--- config.mk ---
export PLATFORM = sky130hd
export DESIGN_NAME = fft_bitrev_buffer
export DESIGN_NICKNAME = d
export VERILOG_FILES = /design/src/rtl/fft_pkg.sv /design/src/rtl/fft_pp_bank.sv /design/src/rtl/fft_bitrev_buffer.sv
export SDC_FILE = /design/constraint.sdc
export NUM_CORES = 1
export LEC_CHECK = 0
export ABC_AREA = 1
export CAP_MARGIN = 20
export CORE_MARGIN = 8
export CORE_UTILIZATION = 35
export DETAILED_ROUTE_END_ITERATION = 8
export GPL_TIMING_DRIVEN = 0
export PLACE_DENSITY = 0.49
export SYNTH_ARGS = -nofsm -noshare
export SYNTH_HDL_FRONTEND = slang
export SYNTH_HIERARCHICAL = 1
export SYNTH_SLANG_ARGS = --single-unit
--- constraint.sdc ---
create_clock -name clk_i -period 4.3 [get_ports clk_i]
set_clock_uncertainty 0.05 [all_clocks]
set_input_delay 0.645 -clock clk_i [delete_from_list [all_inputs] [get_ports clk_i]]
set_output_delay 0.645 -clock clk_i [all_outputs]
set_load 0.02 [all_outputs]
--- src/rtl/fft_pkg.sv ---
// Shared FFT datapath definitions: default sizes, complex word type,
// read-side FSM states and the bit-reversal helper.
package fft_pkg;

    localparam int DEF_DATA_WIDTH = 16;
    localparam int DEF_FFT_POINTS = 16;
    localparam int DEF_LOG2N      = $clog2(DEF_FFT_POINTS);

    // [0]=real, [1]=imag
    typedef logic signed [1:0][DEF_DATA_WIDTH-1:0] cplx_t;

    typedef enum logic {
        RD_IDLE   = 1'b0,
        RD_STREAM = 1'b1
    } rd_state_e;

    function automatic int unsigned bitrev(input int unsigned idx, input int unsigned nbits);
        int unsigned r;
        r = 0;
        for (int unsigned i = 0; i < nbits; i++) begin
            r = r | (((idx >> i) & 32'd1) << (nbits - 1 - i));
        end
        return r;
    endfunction

endpackage

--- src/rtl/fft_pp_bank.sv ---
// One ping-pong bank: even/odd arrays written together at the pair address,
// read asynchronously from either half.
module fft_pp_bank
    import fft_pkg::*;
#(
    parameter int DATA_WIDTH = 16,
    parameter int DEPTH      = 8,
    parameter int AW         = 3
) (
    input  logic                       clk_i,
    input  logic                       we_i,
    input  logic [AW-1:0]              waddr_i,
    input  logic [1:0][DATA_WIDTH-1:0] even_i,
    input  logic [1:0][DATA_WIDTH-1:0] odd_i,
    input  logic [AW-1:0]              raddr_i,
    input  logic                       rodd_i,
    output logic [1:0][DATA_WIDTH-1:0] rdata_o
);

    logic [1:0][DATA_WIDTH-1:0] even_mem [DEPTH];
    logic [1:0][DATA_WIDTH-1:0] odd_mem  [DEPTH];

    always_ff @(posedge clk_i) begin
        if (we_i) begin
            even_mem[waddr_i] <= even_i;
            odd_mem[waddr_i]  <= odd_i;
        end
    end

    assign rdata_o = rodd_i ? odd_mem[raddr_i] : even_mem[raddr_i];

endmodule

--- src/rtl/fft_bitrev_buffer.sv ---
// Ping-pong reorder buffer: butterfly pairs arrive in bit-reversed order,
// X[k] leaves in natural order over a valid/ready stream.
module fft_bitrev_buffer
    import fft_pkg::*;
#(
    parameter int DATA_WIDTH = 16,
    parameter int FRAC_BITS  = 15,
    parameter int FFT_POINTS = 16
) (
    input  logic                       clk_i,
    input  logic                       rst,
    input  logic                       in_valid_i,
    output logic                       in_ready_o,
    input  logic [1:0][DATA_WIDTH-1:0] a_i,
    input  logic [1:0][DATA_WIDTH-1:0] b_i,
    output logic                       out_valid_o,
    input  logic                       out_ready_i,
    output logic [1:0][DATA_WIDTH-1:0] out_data_o,
    output logic                       out_last_o,
    output logic                       overflow_o
);

    localparam int LOG2N = $clog2(FFT_POINTS);
    localparam int HALF  = FFT_POINTS / 2;
    localparam int PW    = LOG2N - 1;

    if (FFT_POINTS < 4 || (1 << LOG2N) != FFT_POINTS || FRAC_BITS >= DATA_WIDTH) begin : g_bad_cfg
        $error("fft_bitrev_buffer: unsupported parameter set");
    end

    logic                       wr_bank_q, wr_bank_d;
    logic [PW-1:0]              p_q, p_d;
    logic [1:0]                 full_q, full_d;
    logic                       ovf_q, ovf_d;
    logic                       rd_bank_q, rd_bank_d;
    rd_state_e                  state_q, state_d;
    logic [LOG2N-1:0]           k_q, k_d;
    logic                       out_valid_q, out_valid_d;
    logic                       out_last_q, out_last_d;
    logic [1:0][DATA_WIDTH-1:0] out_data_q, out_data_d;

    logic                       in_ready;
    logic                       wr_fire;
    logic [LOG2N-1:0]           j;
    logic [1:0][1:0][DATA_WIDTH-1:0] rdata;

    assign in_ready = !full_q[wr_bank_q];
    assign wr_fire  = in_valid_i && in_ready;
    assign j        = LOG2N'(bitrev(32'(k_q), LOG2N));

    for (genvar b = 0; b < 2; b++) begin : g_bank
        fft_pp_bank #(
            .DATA_WIDTH(DATA_WIDTH),
            .DEPTH     (HALF),
            .AW        (PW)
        ) u_bank (
            .clk_i  (clk_i),
            .we_i   (wr_fire && (wr_bank_q == 1'(b))),
            .waddr_i(p_q),
            .even_i (a_i),
            .odd_i  (b_i),
            .raddr_i(j[LOG2N-1:1]),
            .rodd_i (j[0]),
            .rdata_o(rdata[b])
        );
    end

    always_comb begin
        wr_bank_d   = wr_bank_q;
        p_d         = p_q;
        full_d      = full_q;
        ovf_d       = ovf_q;
        rd_bank_d   = rd_bank_q;
        state_d     = state_q;
        k_d         = k_q;
        out_valid_d = out_valid_q;
        out_last_d  = out_last_q;
        out_data_d  = out_data_q;

        if (in_valid_i && !in_ready) ovf_d = 1'b1;

        if (wr_fire) begin
            if (p_q == PW'(HALF - 1)) begin
                full_d[wr_bank_q] = 1'b1;
                wr_bank_d         = ~wr_bank_q;
                p_d               = '0;
            end else begin
                p_d = p_q + 1'b1;
            end
        end

        // Reader only touches full banks, so its clear never collides with the writer's set.
        case (state_q)
            RD_IDLE: begin
                if (out_ready_i) begin
                    out_valid_d = 1'b0;
                    out_last_d  = 1'b0;
                end
                if (full_q[rd_bank_q]) begin
                    state_d = RD_STREAM;
                    k_d     = '0;
                end
            end
            RD_STREAM: begin
                if (!out_valid_q || out_ready_i) begin
                    out_data_d  = rdata[rd_bank_q];
                    out_valid_d = 1'b1;
                    out_last_d  = (k_q == '1);
                    k_d         = k_q + 1'b1;
                    if (k_q == '1) begin
                        full_d[rd_bank_q] = 1'b0;
                        rd_bank_d         = ~rd_bank_q;
                        state_d           = full_q[~rd_bank_q] ? RD_STREAM : RD_IDLE;
                    end
                end
            end
            default: state_d = RD_IDLE;
        endcase
    end

    always_ff @(posedge clk_i or posedge rst) begin
        if (rst) begin
            wr_bank_q   <= 1'b0;
            p_q         <= '0;
            full_q      <= '0;
            ovf_q       <= 1'b0;
            rd_bank_q   <= 1'b0;
            state_q     <= RD_IDLE;
            k_q         <= '0;
            out_valid_q <= 1'b0;
            out_last_q  <= 1'b0;
            out_data_q  <= '0;
        end else begin
            wr_bank_q   <= wr_bank_d;
            p_q         <= p_d;
            full_q      <= full_d;
            ovf_q       <= ovf_d;
            rd_bank_q   <= rd_bank_d;
            state_q     <= state_d;
            k_q         <= k_d;
            out_valid_q <= out_valid_d;
            out_last_q  <= out_last_d;
            out_data_q  <= out_data_d;
        end
    end

    assign in_ready_o  = in_ready;
    assign out_valid_o = out_valid_q;
    assign out_last_o  = out_last_q;
    assign out_data_o  = out_data_q;
    assign overflow_o  = ovf_q;

endmodule

== Word-level counts from Yosys, hierarchy flattened ==
Memory sizes are Yosys's and may differ from the RTL's.
Cells that the tools add are included.
Operators by class
  mux-type cells: 37
  eq/ne operators: 5
  reductions and logical operators: 14
  order comparisons: 5
  bitwise gates (word level): 9
  add/subtract/negate cells: 2
Operator list (number)
  2-to-1 mux 32 bit: 4
  2-to-1 mux 1 bit: 19
  2-to-1 mux 2 bit: 5
  2-to-1 mux 4 bit: 2
  one-hot mux 4 bit (2 select lines): 1
  AND reduction 2 bit: 4
  logical AND 1 bit: 6
  < comparator 1 x 2 -> 1 bit (second input constant): 3
  one-hot mux 1 bit (2 select lines): 3
  adder 4 x 1 -> 4 bit (second input constant): 1
  == test 4 bit (second input constant): 1
  inequality test 2 bit (second input constant): 2
  OR 4 x 1 -> 4 bit: 1
  OR 4 x 2 -> 4 bit: 1
  OR 4 x 3 -> 4 bit: 1
  adder 3 x 1 -> 3 bit (second input constant): 1
  == test 3 bit (second input constant): 1
  2-to-1 mux 3 bit: 1
  inverter 1 bit: 3
  AND reduction 3 bit: 1
  bitwise AND 2 bit: 1
  demux 1 bit (select 1 bit): 2
  >= comparator 1 bit (second input constant): 2
  zero test 1 bit: 2
  4 further kinds: 4
Word-level totals
  output and inout port bits: 36
  register bits after elaboration: 47
  logic and storage cells: 87
  memories: 4
  bits in writable memories: 1024
Memories
  g_bank[0].u_bank.even_mem: words 8, width 32, read ports 1, clocked after Yosys merged registers in 0, write ports 1, RTL line fft_pp_bank.sv:20  | logic [1:0][DATA_WIDTH-1:0] even_mem [DEPTH];
  g_bank[0].u_bank.odd_mem: words 8, width 32, read ports 1, clocked after Yosys merged registers in 0, write ports 1, RTL line fft_pp_bank.sv:21  | logic [1:0][DATA_WIDTH-1:0] odd_mem [DEPTH];
  g_bank[1].u_bank.even_mem: words 8, width 32, read ports 1, clocked after Yosys merged registers in 0, write ports 1, RTL line fft_pp_bank.sv:20
  g_bank[1].u_bank.odd_mem: words 8, width 32, read ports 1, clocked after Yosys merged registers in 0, write ports 1, RTL line fft_pp_bank.sv:21

== Logic depth before layout (Yosys ltp) ==
Gate-level depths: netlist (run 1).
  word-level depth: 11
  gate-level depth with buffers: 12

== Modules after synthesis ==
Netlist (run 1), hierarchy kept.
Modules (own cells, without submodules)
  fft_pp_bank: cells an instance 2078, instances 2, area each 22049.9 um^2
  fft_bitrev_buffer: cells an instance 261, instances 1, area each 2168.3 um^2

== Least setup slack after synthesis (run 1) ==
No wires, ideal clock.
  kind: flip-flop to flip-flop
  start: register wr_bank_q
  end: memory g_bank[1].u_bank/even_mem[1][0] (netlist bit), enable pin
  setup time: 487 ps
  clock period less this slack: 4387 ps
  data arrival time: 3850 ps
  cell stages (with the launch flop): 8
  buffers on the path: 0
  required time: 3763 ps
  slack: -87 ps
  cell sequence: dfrtp_1 inv_1 nand2_1 nand2_1 nand2_1 nor2_1 nand2_1 nor2_1
On the way
  word-level cells in the longest chain between the ends: 7
RTL lines
  start, declared: RTL line fft_bitrev_buffer.sv:31  | logic wr_bank_q, wr_bank_d;
  start signal, assigned: RTL line fft_bitrev_buffer.sv:134  | wr_bank_q <= wr_bank_d;
  2-to-1 mux 1 bit (implied by the code) (2 in series): RTL line fft_bitrev_buffer.sv:47  | assign in_ready = !full_q[wr_bank_q];
  zero test 1 bit: RTL line fft_bitrev_buffer.sv:47
  named net in_ready_o: RTL line fft_bitrev_buffer.sv:13  | output logic in_ready_o,
  logical AND 1 bit: RTL line fft_bitrev_buffer.sv:48  | assign wr_fire = in_valid_i && in_ready;
  logical AND 1 bit: RTL line fft_bitrev_buffer.sv:58  | .we_i (wr_fire && (wr_bank_q == 1'(b))),
  2-to-1 mux 1 bit: RTL line fft_pp_bank.sv:24  | if (we_i) begin
  2-to-1 mux 1 bit (implied by the code): RTL line fft_pp_bank.sv:25  | even_mem[waddr_i] <= even_i;
  end, declared: RTL line fft_pp_bank.sv:20
The timed path passes the listed nets, and every way through them passes these cells. The select of a mux whose other input is x is not followed.

==> flow_metrics.env, run 1 <==
export IMPL_syn_area_um2=46270
export IMPL_r2r_end="out_data_o[25]"
export IMPL_grt_util_all_layers=0.2038
export IMPL_clock_sinks=1071
export IMPL_drt_iter0_drc=3016
export IMPL_seq_area_um2=31930
export IMPL_io_pins=104
export IMPL_die_area_um2=144100
export IMPL_antenna_found_initial=7
export IMPL_die_x_um=379.6
export IMPL_cp_start_kind="flip-flop"
export IMPL_synth_avg_cell_area_um2=10.48
export IMPL_detail_route_first_pass_iterations=6
export IMPL_cts_buffer_depth=3
export IMPL_die_h_um=379.6
export IMPL_fill_cells=12440
export IMPL_reg2reg_depth=7
export IMPL_clkTransAtPathRegs_ns=0.06
export IMPL_h_tree_depth=3
export IMPL_min_period_ns=3.126
export IMPL_post_cts_resized=0
export IMPL_setup_violations=0
export IMPL_required_ns=4.91
export IMPL_final_max_slew_viol_count=0
export IMPL_cp_arrival_ns=3.74
export IMPL_viasPerCell=4.783
export IMPL_row_count=133
export IMPL_seq_area_frac_synth=0.6900
export IMPL_fmaxAchievable_mhz=319.9
export IMPL_powerDensity_nw_per_um2=671.1
export IMPL_grt_max_degree=30
export IMPL_max_slew_worst_pin_slew_ns=1.266
export IMPL_hold_viol_final=0
export IMPL_p_leak_nw=22.88
export IMPL_hp_class="input port to asynchronous set/reset pin"
export IMPL_nets=4759
export IMPL_peakVddDrop_mv=0.3355
export IMPL_start_util=0.3524
export IMPL_synthTopCellsByArea="edfxtp_1, nand2_1, nand3_1"
export IMPL_slew_headroom=0.1558
export IMPL_r2r_slack_ns=1.17
export IMPL_drc=0
export IMPL_dp_final_hpwl_mm=104.5
export IMPL_clock_latency_ns=0.72
export IMPL_hold_buffers=0
export IMPL_root_buffer="clkbuf_16"
export IMPL_postCtsSetupRepairBufs=0
export IMPL_cap_violations=0
export IMPL_yosysWarnings=6
export IMPL_final_cells=6545
export IMPL_synth_cell_types=25
export IMPL_synth_top_cell_area_share=0.6646
export IMPL_synthesis_nets=4488
export IMPL_ys_ff_latch=1071
export IMPL_wirelength_mm=151.0
export IMPL_yosysTopAreaCell="edfxtp_1"
export IMPL_syn2layout_area_growth_pct=17.28
export IMPL_grt_pass1_wl_mm=214.7
export IMPL_dp_slack_ns=0.7933
export IMPL_status="completed"
export IMPL_routedWlPerCell_um=23.07
export IMPL_postSynthCellCount=4417
export IMPL_finalCritPeriodShare=0.7269
export IMPL_cp_end_kind="flip-flop"
export IMPL_gp_congestion=0.8348
export IMPL_cts_buffers=117
export IMPL_worstSetupPathType="flip-flop to flip-flop"
export IMPL_multi_input_area_um2=9978
export IMPL_cp_max_fo=10
export IMPL_grt_overflow_total=0
export IMPL_fin_ws_ns=1.174
export IMPL_ant_nets=0
export IMPL_grt_pass1_vias=29420
export IMPL_io_buffers=103
export IMPL_coreArea_um2=131300
export IMPL_r2r_start="k_q[3]"
export IMPL_rsz0062_at_grt="no"
export IMPL_dp_cells=6324
export IMPL_cts_tree="yes"
export IMPL_drive_gt1_frac=0.08607
export IMPL_vias=31310
[worst max-delay path by stage]
stage / startpoint / end / slack (ns) / depth (start not counted)
after floorplan: wr_bank_q / g_bank[1].u_bank/even_mem[1][0] / -0.09 / 7
after global placement: in_valid_i / g_bank[1].u_bank/odd_mem[0][7] / -4.20 / 5
after detailed placement: in_valid_i / g_bank[1].u_bank/odd_mem[7][13] / 0.79 / 7
after CTS: wr_bank_q / g_bank[1].u_bank/odd_mem[7][13] / 1.34 / 9
after global routing: wr_bank_q / g_bank[1].u_bank/odd_mem[7][13] / 1.24 / 9
final: k_q[3] / out_data_o[25] / 1.17 / 7
[placed cells by master (no fill, tap or decap), types with 2 or more instances in the layout]
cell / instances
buf_6: 64
clkbuf_1: 63
dfrtp_1: 47
nand2_1: 1477
nor2_4: 17
buf_1: 18
diode_2: 3
inv_8: 2
clkdlybuf4s50_1: 103
buf_16: 6
nor2_1: 9
clkinv_2: 19
buf_2: 95
clkbuf_8: 6
inv_4: 2
clkinvlp_4: 3
clkinv_1: 22
edfxtp_1: 1024
bufinv_16: 5
a21oi_1: 4
nand3_1: 809
o21ai_0: 7
ha_1: 3
buf_8: 2
clkbuf_16: 119
inv_1: 788
buf_4: 12
inv_2: 4
inv_6: 6
buf_12: 43
[critical path, stage by stage, from the launching register on]
cell	delay, ns
dfrtp_1	0.47
clkbuf_1	0.43
inv_1	0.68
buf_1	0.68
nand3_1	0.43
nand2_1	0.17
nand2_1	0.06
nand3_1	0.07
[report_power, final]
group | total (W) | internal, W | switching, W
registers | 0.0128 | 0.0124 | 0.000483
clock network | 0.00960 | 0.00547 | 0.00413
logic | 0.0140 | 0.00391 | 0.0101
total | 0.0364 | 0.0217 | 0.0147
[per-layer routing]
metal	track usage	vias to the layer above	routed length, um
met5	0	-	27
met3	0.03364	225	11580
met4	0.06646	4	4777
li1	-	14830	-
met1	0.2720	15150	63020
met2	0.3387	1099	71610
[Yosys cell counts]
cell type / n
a31o_2: 1
inv_2: 3
buf_4: 12
ha_1: 3
inv_4: 2
inv_1: 789
nor2_1: 25
nor2_4: 1
edfxtp_1: 1024
a21oi_2: 1
nor2_8: 1
nand2_1: 1477
buf_1: 18
clkbuf_1: 28
buf_6: 64
nand2_4: 1
buf_12: 2
or2_2: 1
buf_2: 95
o21ai_0: 7
a31oi_1: 1
nand3_1: 809
nand2_2: 1
a21oi_1: 4
dfrtp_1: 47
[registers in the layout, indices dropped and copies added, names as in the netlist]
register	cells
wr_bank_q	1
p_q	3
k_q	4
full_q	2
rd_bank_q	1
out_data_o	32
g_bank.u_bank/odd_mem	512
state_q	1
out_last_o	1
g_bank.u_bank/even_mem	512
overflow_o	1
out_valid_o	1
[cell families (layout without fill, tap and decap cells)]
logic type,Yosys count,after routing,synth area share
flops,1071,1071,0.6900
buf+inv,1013,1383,0.09692
fa+ha+maj,3,3,0.0008114
simple gates,2316,2316,0.2106
compound gates,14,14,0.001704
other cells,0,3,0
[area by class of cell]
cell class | instances | share of cell area
timing repair buffer | 152 | 0.03772
antenna | 3 | 0.0001383
sequential | 1071 | 0.5883
inverter | 794 | 0.05501
buffer | 219 | 0.02762
multi-input combinational | 2333 | 0.1839
clock inverter | 58 | 0.008001
tap | 1755 | 0.04047
clock buffer | 160 | 0.05882
[through the flow]
step / total power (W) / cell area, um^2 / setup TNS [ns] / hold slack, ns / util
floorplan: 0.02052 / 46270 / -41.17 / 0.4342 / -
global route: 0.03807 / 54260 / 0 / 0.2426 / 0.4132
global placement: 0.02675 / 49500 / -4009.72 / 0.4109 / 0.3770
finish: 0.03642 / 54260 / 0 / 0.2122 / 0.4133
detailed placement: 0.02698 / 50630 / 0 / 0.4207 / 0.3856
CTS: 0.03661 / 54260 / 0 / 0.1636 / 0.4132
Note: power is estimated with default switching activity, not from simulation.
==> run 2: changes to the inputs <==
==> constraint.sdc (replaced) <==
create_clock -name clk_i -period 2.6 [get_ports clk_i]
set_clock_uncertainty 0.05 [all_clocks]
set_input_delay 0.39 -clock clk_i [delete_from_list [all_inputs] [get_ports clk_i]]
set_output_delay 0.39 -clock clk_i [all_outputs]
set_load 0.02 [all_outputs]
==> flow_metrics.env, run 2 (synthesis results as in run 1) <==
export IMPL_crit_start="k_q[0]"
export IMPL_syn2layout_area_growth_pct=17.41
export IMPL_row_count=133
export IMPL_max_slew_worst_pin_slew_ns=0.8769
export IMPL_min_period_ns=2.549
export IMPL_final_common_cell="nand2_1"
export IMPL_fill_cells=12500
export IMPL_wl_met3_mm=11.12
export IMPL_max_stage_delay_ns=0.58
export IMPL_share_seq_of_total_power=0.352
export IMPL_reg2reg_depth=8
export IMPL_power_switching_w=0.02431
export IMPL_cap_violations=0
export IMPL_powerDensity_nw_per_um2=1109
export IMPL_routedWlPerCell_um=23.21
export IMPL_final_cell_mix="nand2_1, edfxtp_1, nand3_1"
export IMPL_endpoint="out_data_o[6]"
export IMPL_setup_violations=0
export IMPL_dp_cells=6324
export IMPL_final_cells=6549
export IMPL_clkPwrFrac=0.261
export IMPL_finalCritPeriodShare=0.9803
export IMPL_path_cells="clkbuf_1 -> buf_8 -> buf_2 -> nand3_1 -> nand3_1 -> nand2_1 -> nand2_1 -> nand3_1"
export IMPL_cp_end_kind="flip-flop"
export IMPL_grt_max_degree=31
export IMPL_die_x_um=379.6
export IMPL_grt_pass1_wl_mm=216.4
export IMPL_h_tree_depth=3
export IMPL_path_depth=8
export IMPL_die_area_um2=144100
export IMPL_viasPerCell=4.824
export IMPL_fmaxAchievable_mhz=392.3
export IMPL_cp_start_kind="flip-flop"
export IMPL_status="completed"
export IMPL_multi_input_area_um2=9988
export IMPL_clkTransAtPathRegs_ns=0.06
export IMPL_dp_final_hpwl_mm=105.0
export IMPL_r2r_slack_ns=0.05
export IMPL_hp_class="input port to flip-flop"
export IMPL_rsz0062_at_grt="yes"
export IMPL_vias=31590
export IMPL_start_util=0.3524
export IMPL_cp_max_fo=10
export IMPL_required_ns=3.13
export IMPL_grt_pass1_vias=30090
export IMPL_cp_arrival_ns=3.08
export IMPL_gp_congestion=0.8353
export IMPL_ant_nets=0
export IMPL_power_w=0.06022
export IMPL_slowest_stage="clkbuf_1"
export IMPL_clock_sinks=1071
export IMPL_r2r_start="k_q[0]"
export IMPL_crit_top_cell="nand3_1"
export IMPL_antenna_found_initial=11
export IMPL_root_buffer="clkbuf_16"
export IMPL_r2r_end="out_data_o[6]"
export IMPL_crit_family="buffers and inverters"
export IMPL_coreArea_um2=131300
export IMPL_p_int_w=0.03592
export IMPL_nets=4766
export IMPL_cts_buffers=115
export IMPL_cts_tree="yes"
export IMPL_hold_viol_final=0
export IMPL_drc=0
export IMPL_crit_buf_inv=3
export IMPL_detail_route_first_pass_iterations=5
export IMPL_p_leak_nw=22.94
export IMPL_die_h_um=379.6
export IMPL_io_pins=104
export IMPL_drt_iter0_drc=3047
export IMPL_wl_met2_mm=71.18
export IMPL_combPwrFrac=0.386
export IMPL_io_buffers=103
export IMPL_cts_buffer_depth=3
export IMPL_seq_area_um2=31930
export IMPL_switching_share=0.4036
export IMPL_wirelength_mm=152.0
export IMPL_drive_gt1_frac=0.09015
export IMPL_grt_overflow_total=0
export IMPL_clock_latency_ns=0.73
export IMPL_peakVddDrop_mv=0.5573
export IMPL_grt_util_all_layers=0.2052
export IMPL_final_max_slew_viol_count=0
export IMPL_worstSetupPathType="flip-flop to flip-flop"
export IMPL_drt_met1_wl_mm=64.22
export IMPL_dr_max_layer_used="met5"
export IMPL_slew_headroom=0.4140
-- run 2: changes by cell type in the layout (fill, tap and decap cells not counted), moves of 3 or more --
cell | previous run | this run
nand2_2 | 1 | 4
nand2_1 | 1477 | 1474
clkinv_1 | 22 | 25
clkinv_2 | 19 | 15
clkbuf_2 | 0 | 15
buf_1 | 18 | 12
buf_12 | 43 | 46
buf_4 | 12 | 19
clkbuf_1 | 63 | 55
-- run 2: layout make-up --
type / instances / area share
tap: 1755 / 0.04042
antenna: 2 / 0.00009213
sequential: 1071 / 0.5877
clock inverter: 53 / 0.007716
timing repair buffer: 161 / 0.03897
clock buffer: 161 / 0.05804
buffer: 219 / 0.02819
inverter: 794 / 0.05502
multi-input combinational: 2333 / 0.1839
-- run 2: layer usage --
layer,up-vias,track usage
li1,14840,-
met1,15400,0.2730
met2,1076,0.3379
met3,260,0.03634
met4,8,0.07206
met5,-,0
-- run 2: timing repair --
| action | in CTS | in global routing |
|---|---|---|
| hold endpoints to repair | 17 | 0 |
| pin swaps | 3 | 0 |
| endpoints found under the setup margin | 117 | 103 |
| resized for setup | 10 | 21 |
| hold buffers | 1 | 0 |
| setup buffers | 8 | 0 |
-- run 2: per-stage QoR --
| stage | hold WS, ns | worst slack [ns] | setup TNS [ns] | util | instance area, um^2 |
|---|---|---|---|---|---|
| global placement | 0.4162 | -3.218 | -2409.88 | 0.3776 | 49580 |
| finish | 0.2492 | 0.05125 | 0 | 0.4138 | 54320 |
| detailed placement | 0.4241 | -0.5408 | -136.78 | 0.3855 | 50620 |
| CTS | 0.1895 | 0.01078 | 0 | 0.4135 | 54300 |
| global route | 0.2405 | -0.004847 | -0.005307 | 0.4137 | 54320 |
| floorplan | 0.4342 | -0.3330 | -185.14 | - | 46350 |
-- run 2: how the worst min path moves through the flow --
stage,from,end,cells after the start
after CTS,out_ready_i,out_last_o,2
after global placement,overflow_o,overflow_o,1
after detailed placement,overflow_o,overflow_o,1
after floorplan,full_q[0],full_q[0],2
after global routing,out_ready_i,out_last_o,2
final,out_ready_i,out_last_o,2
-- run 2: power by group through the flow --
stage,combinational (W),sequential [W],clock [W]
6_report,0.0233,0.0212,0.0157
5_1_grt,0.0249,0.0213,0.0167
4_1_cts,0.0232,0.0212,0.0161
3_3_place_gp,0.0225,0.0217,0
2_1_floorplan,0.0124,0.0215,0
3_5_place_dp,0.0231,0.0216,0
